## src/rtl/mac_row_os_ctrl.sv

```systemverilog
// MAC row with weight-stationary and output-stationary modes. In OS mode a drain
// sequencer hands completed column results to a single valid/ready port.

module mac_row_os_col #(
   parameter int bw      = 4,
   parameter int psum_bw = 16,
   parameter int cnt_bw  = 8
) (
   input  logic               clk,
   input  logic               reset,
   input  logic               mode_q,
   input  logic               flush,
   input  logic [bw-1:0]      a_in,
   input  logic [1:0]         inst_in,
   input  logic [psum_bw-1:0] n_in,
   input  logic [cnt_bw-1:0]  accum_limit,
   input  logic               clr,
   output logic [psum_bw-1:0] s_out,
   output logic               vld,
   output logic [psum_bw-1:0] hold,
   output logic               pend,
   output logic               drop
);
   logic        [bw-1:0]      weight;
   logic        [psum_bw-1:0] acc;
   logic        [cnt_bw-1:0]  cnt;
   logic        [cnt_bw-1:0]  cnt_nx;
   logic signed [bw-1:0]      w_use;
   logic signed [2*bw:0]      prod_s;
   logic        [psum_bw-1:0] prod;
   logic        [psum_bw-1:0] sum;
   logic                      exec;
   logic                      done;

   assign exec   = inst_in[0];
   assign w_use  = mode_q ? n_in[bw-1:0] : weight;
   assign prod_s = $signed({1'b0, a_in}) * w_use;
   assign prod   = psum_bw'(prod_s);
   assign sum    = acc + prod;
   assign cnt_nx = cnt + 1'b1;
   // A zero limit never completes, even when the counter wraps back to zero.
   assign done   = mode_q & exec & (accum_limit != '0) & (cnt_nx == accum_limit);
   assign drop   = done & pend & ~clr & ~flush;

   always_ff @(posedge clk or negedge reset) begin
      if (!reset) begin
         weight <= '0;
         acc    <= '0;
         cnt    <= '0;
         s_out  <= '0;
         vld    <= 1'b0;
         hold   <= '0;
         pend   <= 1'b0;
      end else if (flush) begin
         acc  <= '0;
         cnt  <= '0;
         pend <= 1'b0;
         vld  <= 1'b0;
      end else begin
         if (clr) pend <= 1'b0;
         vld <= exec;
         if (mode_q) begin
            s_out <= psum_bw'($signed(n_in[bw-1:0]));
            if (exec) begin
               if (done) begin
                  acc  <= '0;
                  cnt  <= '0;
                  pend <= 1'b1;
                  if (!pend || clr) hold <= sum;
               end else begin
                  acc <= sum;
                  cnt <= cnt_nx;
               end
            end
         end else begin
            if (exec) s_out <= n_in + prod;
            if (inst_in[1]) weight <= a_in;
         end
      end
   end
endmodule

module mac_row_os_ctrl #(
   parameter int bw      = 4,
   parameter int psum_bw = 16,
   parameter int col     = 8,
   parameter int cnt_bw  = 8,
   parameter int idx_bw  = 3
) (
   input  logic                   clk,
   input  logic                   reset,
   input  logic                   mode,
   input  logic [bw-1:0]          in_w,
   input  logic [1:0]             inst_w,
   input  logic [psum_bw*col-1:0] in_n,
   input  logic [cnt_bw-1:0]      accum_limit,
   output logic [psum_bw*col-1:0] out_s,
   output logic [col-1:0]         valid,
   output logic [psum_bw-1:0]     os_out_data,
   output logic [idx_bw-1:0]      os_out_col,
   output logic                   os_out_valid,
   input  logic                   os_out_ready,
   output logic [col-1:0]         os_pending,
   output logic                   overrun
);
   typedef enum logic {IDLE, PRESENT} drain_st_t;

   drain_st_t                       st_q, st_d;
   logic                            mode_q;
   logic                            flush;
   logic [col-1:1][bw-1:0]          a_pipe;
   logic [col-1:1][1:0]             inst_pipe;
   logic [col-1:0][psum_bw-1:0]     hold_v;
   logic [col-1:0]                  drop_v;
   logic [col-1:0]                  clr_vec;
   logic [col-1:0]                  rem;
   logic [col-1:0]                  src;
   logic [idx_bw-1:0]               pick;
   logic [psum_bw-1:0]              data_d;
   logic [idx_bw-1:0]               col_d;
   logic                            ovld_d;

   assign flush   = mode ^ mode_q;
   assign clr_vec = (os_out_valid && os_out_ready) ?
                    ({{(col-1){1'b0}}, 1'b1} << os_out_col) : '0;
   assign rem     = os_pending & ~clr_vec;

   always_ff @(posedge clk or negedge reset) begin
      if (!reset) begin
         mode_q    <= 1'b0;
         a_pipe    <= '0;
         inst_pipe <= '0;
         overrun   <= 1'b0;
      end else begin
         mode_q       <= mode;
         a_pipe[1]    <= in_w;
         inst_pipe[1] <= inst_w;
         for (int c = 2; c < col; c++) begin
            a_pipe[c]    <= a_pipe[c-1];
            inst_pipe[c] <= inst_pipe[c-1];
         end
         overrun <= overrun | (|drop_v);
      end
   end

   for (genvar c = 0; c < col; c++) begin : g_col
      logic [bw-1:0] a_c;
      logic [1:0]    i_c;
      if (c == 0) begin : g_west
         assign a_c = in_w;
         assign i_c = inst_w;
      end else begin : g_fwd
         assign a_c = a_pipe[c];
         assign i_c = inst_pipe[c];
      end
      mac_row_os_col #(.bw(bw), .psum_bw(psum_bw), .cnt_bw(cnt_bw)) u_col (
         .clk         (clk),
         .reset       (reset),
         .mode_q      (mode_q),
         .flush       (flush),
         .a_in        (a_c),
         .inst_in     (i_c),
         .n_in        (in_n[c*psum_bw +: psum_bw]),
         .accum_limit (accum_limit),
         .clr         (clr_vec[c]),
         .s_out       (out_s[c*psum_bw +: psum_bw]),
         .vld         (valid[c]),
         .hold        (hold_v[c]),
         .pend        (os_pending[c]),
         .drop        (drop_v[c])
      );
   end

   // From IDLE pick among all pending; while presenting, skip the word leaving now.
   always_comb begin
      src  = (st_q == IDLE) ? os_pending : rem;
      pick = '0;
      for (int i = col-1; i >= 0; i--)
         if (src[i]) pick = idx_bw'(i);
   end

   always_comb begin
      st_d   = st_q;
      data_d = os_out_data;
      col_d  = os_out_col;
      ovld_d = os_out_valid;
      if (flush) begin
         st_d   = IDLE;
         ovld_d = 1'b0;
      end else begin
         case (st_q)
            IDLE: begin
               if (|os_pending) begin
                  st_d   = PRESENT;
                  col_d  = pick;
                  data_d = hold_v[pick];
                  ovld_d = 1'b1;
               end
            end
            PRESENT: begin
               if (os_out_valid && os_out_ready) begin
                  if (|rem) begin
                     col_d  = pick;
                     data_d = hold_v[pick];
                  end else begin
                     st_d   = IDLE;
                     ovld_d = 1'b0;
                  end
               end
            end
            default: st_d = IDLE;
         endcase
      end
   end

   always_ff @(posedge clk or negedge reset) begin
      if (!reset) begin
         st_q         <= IDLE;
         os_out_data  <= '0;
         os_out_col   <= '0;
         os_out_valid <= 1'b0;
      end else begin
         st_q         <= st_d;
         os_out_data  <= data_d;
         os_out_col   <= col_d;
         os_out_valid <= ovld_d;
      end
   end
endmodule
```

## config.mk

```make
export PLATFORM = sky130hd
export DESIGN_NAME = mac_row_os_ctrl
export DESIGN_NICKNAME = d
export VERILOG_FILES = /design/src/rtl/mac_row_os_ctrl.sv
export SDC_FILE = /design/constraint.sdc
export NUM_CORES = 2
export LEC_CHECK = 0
export CAP_MARGIN = 20
export CORE_MARGIN = 5
export CORE_UTILIZATION = 50
export CTS_CLUSTER_SIZE = 28
export DETAILED_ROUTE_END_ITERATION = 10
export PLACE_DENSITY = 0.69
export REMOVE_ABC_BUFFERS = 1
export SLEW_MARGIN = 20
export SYNTH_ARGS = -nofsm -noshare
export SYNTH_HDL_FRONTEND = slang
export SYNTH_HIERARCHICAL = 1
export SYNTH_SLANG_ARGS = --single-unit
```

## constraint.sdc

```tcl
create_clock -name clk -period 6.7 [get_ports clk]
set_clock_uncertainty 0.2 [all_clocks]
set_input_delay 0.67 -clock clk [delete_from_list [all_inputs] [get_ports clk]]
set_output_delay 0.67 -clock clk [all_outputs]
set_load 0.05 [all_outputs]
```

=== After elaboration in Yosys (flattened, before gate mapping) ===
Cells that the tools add are included.

* Add/subtract/negate cells: 24
* Multipliers: 8
* Divide/modulo/power cells: 0
* Order comparisons: 1
* Equal/unequal tests: 14
* Shift operators: 1
* Mux-type cells: 166
* Bitwise logic cells: 63
* Reduce and logical (&&, ||, !) cells: 72

{| class="wikitable"
|+ Operators by type and width
! operator !! number
|-
| 16-bit two-way mux || 52
|-
| 8-bit two-way mux || 34
|-
| 16-bit adder || 16
|-
| 5-bit by 4-bit multiplier with 9-bit output || 8
|-
| 8-bit by 1-bit adder with 8-bit output (second input constant) || 8
|-
| 8-bit == test || 8
|-
| 1-bit two-way mux || 56
|-
| 1-bit AND || 48
|-
| 16-bit binary-select mux with 3-bit select || 1
|-
| 5-bit AND reduction || 8
|-
| 2-bit nonzero test || 17
|-
| 3-bit two-way mux || 11
|-
| 4-bit two-way mux || 8
|-
| 16-bit one-hot mux with 2 select lines || 1
|-
| 2-bit AND reduction || 16
|-
| 3-bit AND reduction || 9
|-
| 8-bit OR reduction || 3
|-
| 1-bit inverter || 11
|-
| 8-bit AND || 1
|-
| 1-bit logical NOT || 8
|-
| 1-bit logical OR || 8
|-
| 8-bit inverter || 1
|-
| 8-bit nonzero test || 1
|-
| 1-bit by 3-bit left shift with 8-bit output (first input constant) || 1
|-
| 10 further kinds || 14
|}

* Flip-flop bits (word level): 561
* Bits in latches: 0
* RAM bits: 0
* Bits in read-only memories: 0
* Bits of input ports: 146
* Output and inout port bits: 165
* Word-level logic and storage cells: 425
* Memories kept: 0

=== Longest topological paths before layout ===
* Word-level depth: 18
* Depth in mapped cells: 24
* Depth with buffers taken out: 22

=== By module ===
Netlist, hierarchy kept.

{| class="wikitable"
|+ Modules (own cells, without submodules)
! module !! instances !! cells an instance !! area an instance (um^2) !! seq. area each (um^2)
|-
| mac_row_os_col (g_col[5].u_col ...) || 2 || 535 || 4814.6 || 1551.5
|-
| mac_row_os_col (g_col[4].u_col) || 1 || 533 || 4911.0 || 1551.5
|-
| mac_row_os_col (g_col[1].u_col) || 1 || 545 || 4889.7 || 1551.5
|-
| mac_row_os_col (g_col[2].u_col) || 1 || 542 || 4874.7 || 1551.5
|-
| mac_row_os_col (g_col[3].u_col) || 1 || 502 || 4853.4 || 1551.5
|-
| mac_row_os_col (g_col[7].u_col) || 1 || 511 || 4799.6 || 1551.5
|-
| mac_row_os_col (g_col[0].u_col) || 1 || 502 || 4758.3 || 1551.5
|-
| mac_row_os_ctrl || 1 || 346 || 3429.5 || 1626.6
|}

=== Least setup slack after synthesis ===
OpenSTA, ideal clock, no wires.

* Path kind: register to register
* From: register mode_q
* To: register g_col[1].u_col.acc[15]
* Library setup time: 0.082 ns
* Arrival time: 6.313 ns
* Data required time: 6.418 ns
* Setup slack: 0.106 ns
* Stages on the path, launching flop included: 21
* Path buffers: 1
* Clock period less this slack: 6.594 ns
* Path through: dfrtp_1 -> buf_1 -> mux2i_1 -> or2_2 -> fa_1 -> fa_1 -> fa_1 -> inv_1 -> ha_1 -> a21o_1 -> a21oi_1 -> nand3b_1 -> nand3_1 -> ha_1 -> a21oi_1 -> o21ai_0 -> a21oi_1 -> a21oi_1 -> o31a_1 -> or4b_2 -> a31oi_1

* Word-level cells in the longest chain between the ends: 7
* Elaborated cells on any way between the ends: 14
* Those cells by class: add/sub (1); mul (1); mux (5); bitwise (4); reduce/logical (3)

{| class="wikitable"
|+ RTL lines
! element !! line !! text
|-
| from (decl) || 109 || <nowiki>logic mode_q;</nowiki>
|-
| from (signal assigned) || 135 || <nowiki>mode_q <= mode;</nowiki>
|-
| 4-bit two-way mux or 1-bit AND (tied branches) || 36, 42 ||
|-
| 5-bit by 4-bit multiplier with 9-bit output or 1-bit AND (tied branches) || 37, 42 ||
|-
| 16-bit adder or 1-bit AND (tied branches) || 39, 42 ||
|-
| 16-bit two-way mux || 65 || <nowiki>if (done) begin</nowiki>
|-
| 16-bit two-way mux || 64 || <nowiki>if (exec) begin</nowiki>
|-
| 16-bit two-way mux || 62 || <nowiki>if (mode_q) begin</nowiki>
|-
| 16-bit two-way mux || 54 || <nowiki>end else if (flush) begin</nowiki>
|-
| to (signal assigned) || 71 || <nowiki>acc <= sum;</nowiki>
|-
| to (decl) || 25 || <nowiki>logic [psum_bw-1:0] acc;</nowiki>
|}

Parallel ways exist; a longest one is shown, timed or not. The select of a mux whose other input is x is not followed.
A chain may end at the register's enable or synchronous reset.

=== Worst setup path in the final report ===
* From: register mode_q
* To: register g_col[3].u_col.acc[13]

* Word-level cells in the longest chain between the ends: 7
* Elaborated cells on any way between the ends: 14
* Those cells by class: add/sub (1); mul (1); mux (5); bitwise (4); reduce/logical (3)

{| class="wikitable"
|+ RTL lines
! element !! line
|-
| 4-bit two-way mux or 1-bit AND (tied branches) || 36, 42
|-
| 5-bit by 4-bit multiplier with 9-bit output or 1-bit AND (tied branches) || 37, 42
|-
| 16-bit adder or 1-bit AND (tied branches) || 39, 42
|-
| 16-bit two-way mux || 65
|-
| 16-bit two-way mux || 64
|-
| 16-bit two-way mux || 62
|-
| 16-bit two-way mux || 54
|-
| to (signal assigned) || 71
|-
| to (decl) || 25
|}

Parallel ways exist; a longest one is shown, timed or not. The select of a mux whose other input is x is not followed.

==> key figures <==
Pwr
  • Power Dens Cells: between 300 and 400 mW/mm^2
  • Pint: around 10000 uW
  • Leak pwr: 0.0230 uW
  • Switching share of power: 0.419
  • NetSw: around 7500 uW
  • Comb power frac: 0.518
  • Clock Power Share: 0.240
  • Sequential share of power: 0.242
  • Total Power: 17900 uW
  • Peak supply drop: 0.290 mV

Critical path
  • Crit path kind: flop to flop
  • Worst EP required: around 7 ns
  • Worst EP arrival: 6.56 ns
  • Worst Setup Start Kind: flop
  • Critical path peak fanout: 18
  • Crit path from: mode_q
  • Reg2reg start: mode_q
  • CP endpoint kind: flop

Floorplanning
  • Die Y: 300 um
  • Row count: 106
  • IO Pins: 311
  • Core area: 0.0837 mm^2
  • Die Span X: 300 um
  • Initial Util: 0.504
  • Die ar.: 0.0902 mm^2

Outcome
  • Run status: finished clean

Hold path
  • Hold_sp: g_col[6].i_c[1]
  • Tightest Hold Check Type: flop to flop

Clock network
  • H-Tree Level Count: 3
  • CTS tree: yes
  • CTS Buf Count: 71
  • CTS root buf: clkbuf_16
  • Clock latency on the worst-skew pair: about 0.63 ns
  • Clock transition at path regs: 0.06 ns
  • CTS max path bufs: 3
  • Post-CTS sizing: 0
  • Clock sinks: 561

Cells and area
  • Nets@finish: roughly 5400
  • Most frequent cells in the layout: 560 x dfrtp_1, 464 x nand2_1, 392 x ha_1, 349 x a21oi_1, 312 x o21ai_0
  • Fill cells: 7362
  • Share of cells above drive strength 1: 0.0998
  • Fin util: 0.589
  • Syn-to-layout area delta: 17.0%
  • Leading cell type in the layout, fill and taps excluded: dfrtp_1

Route
  • Vias per cell: 5.78
  • Post-route ant nets: 0
  • WL/cell: 19.0 um
  • Vias: 34900
  • Drt first pass iters: 6
  • Routed WL: 115 mm
  • Remaining DRCs: 0
  • Iter 0 DRT Violations: 2251

Synth
  • Post-synth EDFFs: 0
  • Top FF cell, synth: dfrtp_1
  • Seq/Total Area, Yosys: 0.333
  • Yosys reg bits: ~560
  • Synth Instances: 4551
  • Mapped cell area: 0.0421 mm^2
  • Avg Inst Size Synth: 9.26 um^2
  • Yosys warns: 6
  • Share of flip-flops with an asynchronous set or reset: 1.00
  • Post-synthesis cell type count: 106

STA
  • Final period utilization: 0.936
  • Relative max-transition margin: 0.273
  • Unrepaired setup endpoints after global routing: no
  • Slew Viols, Final: 0
  • Worst-Margin Slew: roughly 1.1 ns
  • Maximum clock frequency: 160 MHz
  • Hold slack: 0.179 ns
  • Final Setup Violations: 0
  • Final Hold Fails: 0
  • Minimum clock period: 6.27 ns

Global route
  • Vias in the first global route: around 35000
  • Total gr overflow: 0
  • Largest net degree at the start of global routing: 158
  • Initial antenna violation count: 1
  • GRT Util Overall: 0.251
  • First-pass GRT wire length: 186 mm

Place
  • Hpwl dp: 85.3 mm
  • Port bufs: 310
  • GP Congestion: 0.924

Flow run
  • Max-Cap Viols: 0
[per-stage QoR]
step | setup WS, ns | setup TNS [ns] | cells | cell area [um^2]
after detailed placement | 0.103 | 0 | 5908 | 46600
after global routing | 0.0179 | 0 | 6043 | 49300
after CTS | 0.295 | 0 | 6038 | 49300
after floorplan | -6.46 | -2298.28 | 4383 | 41300
final | 0.431 | 0 | 6044 | 49300
after global placement | 0.173 | 0 | 5908 | 46600
[power by group through the flow]
stage	combinational [uW]	sequential (uW)	clock (uW)
after floorplan	5650	5400	0
after global placement	9070	4370	0
after detailed placement	9170	4380	0
after CTS	9240	4330	4390
after global routing	10200	4400	4530
final	9250	4320	4280
[registers in the layout (all words and copies together) (netlist names)]
name / cells
st_q: 1
g_col.u_col/pend: 8
mode_q: 1
g_col.u_col/vld: 8
overrun: 1
g_col.u_col/acc: 128
g_col.i_c: 14
os_out_col: 3
g_col.u_col/weight: 32
g_col.u_col/hold: 128
g_col.a_c: 28
os_out_valid: 1
g_col.u_col/cnt: 64
os_out_data: 16
g_col.u_col/s_out: 128
[final cells by class]
cell class / count / area (um^2) / share of cell area
Timing Repair Buffer: 397 / 3860 / 0.0784
Antenna cell: 1 / 2.50 / 0.0000508
Multi-Input combinational cell: 3624 / 26600 / 0.540
Sequential cell: 561 / 14000 / 0.285
Clock inverter: 34 / 544 / 0.0110
Inverter: 198 / 743 / 0.0151
Tap cell: 1134 / 1420 / 0.0288
Clock buffer: 95 / 2070 / 0.0420
[Yosys cell counts (23+ instances only)]
master / n / area share
dfrtp_1: 561 / 0.33
o21a_1: 49 / 0.0087
a22o_1: 24 / 0.0050
ha_1: 392 / 0.12
mux2_4: 38 / 0.014
or2_2: 30 / 0.0045
nand3_1: 125 / 0.015
a21o_1: 116 / 0.021
o21ai_0: 312 / 0.037
mux2i_1: 88 / 0.021
a21oi_1: 351 / 0.042
and2_1: 62 / 0.0092
a211oi_1: 36 / 0.0064
clkbuf_1: 115 / 0.010
and3_1: 42 / 0.0062
fa_1: 56 / 0.027
nor3_1: 91 / 0.011
xnor2_1: 156 / 0.032
nand4_1: 29 / 0.0043
a22oi_1: 50 / 0.0089
a211o_1: 24 / 0.0050
mux2_2: 135 / 0.036
xor2_1: 124 / 0.026
o211ai_1: 29 / 0.0052
nor2_1: 252 / 0.022
o21bai_1: 27 / 0.0048
nand2b_1: 40 / 0.0059
inv_1: 197 / 0.018
buf_2: 23 / 0.0027
nor3b_1: 25 / 0.0045
nand2_1: 464 / 0.041
a31oi_1: 35 / 0.0052
nor2b_1: 74 / 0.011
[worst max-delay path, stage by stage, from the launching register on]
cell and delay, ns:
dfrtp_4 0.59, buf_12 0.18, buf_4 0.14, buf_4 0.17, mux2i_1 0.13, or2_2 0.30
fa_1 0.50, fa_1 0.52, fa_1 0.53, inv_1 0.04, ha_1 0.23, a211oi_1 0.36
nor4b_1 0.09, nand4b_1 0.18, buf_4 0.23, ha_1 0.35, a21oi_1 0.14, o21ai_0 0.14
and2_1 0.22, nor3_1 0.34, nand2_1 0.12, a21oi_1 0.29, o21ai_0 0.14
[cell families (layout without fill, tap and decap cells)]
group,Yosys count,after routing,synth area share
AND/OR/NAND/NOR,1366,1366,0.161
AO/OA/AOI/OAI,1259,1259,0.193
flip-flops,561,561,0.333
adder cells (fa/ha/maj),448,448,0.143
buffers and inverters,366,724,0.0371
XOR/XNOR,288,288,0.0624
multiplexers,263,263,0.0710
other,0,1,0
[worst paths after layout]
path	endpoint	cells after the start	slack (ns)
hold reg to reg	g_col[7].i_c[1]	0	0.18
setup / recovery	g_col[3].u_col/acc[13]	22	0.43
min in group asynchronous	g_col[7].u_col/s_out[12]	2	0.50
hold / removal	g_col[7].i_c[1]	0	0.18
setup reg to reg	g_col[3].u_col/acc[13]	22	0.43
max in group asynchronous	g_col[2].u_col/s_out[12]	3	4.35
[layer usage]
layer | share of wire | wire length [um] | track usage | vias up
li1 | - | - | - | 17100
met1 | 0.45 | 51300 | 0.338 | 16900
met2 | 0.47 | 54000 | 0.415 | 796
met3 | 0.054 | 6220 | 0.0465 | 180
met4 | 0.030 | 3460 | 0.0744 | 0
met5 | 0 | 0 | 0 | -
[repair_timing]
| item | in CTS | in global routing |
|---|---|---|
| hold buffers | 1 | 0 |
| setup buffers | 0 | 5 |
| setup endpoints to repair | 0 | 8 |
| hold endpoints to repair | 95 | 0 |
(Power assumes the default switching activity.)
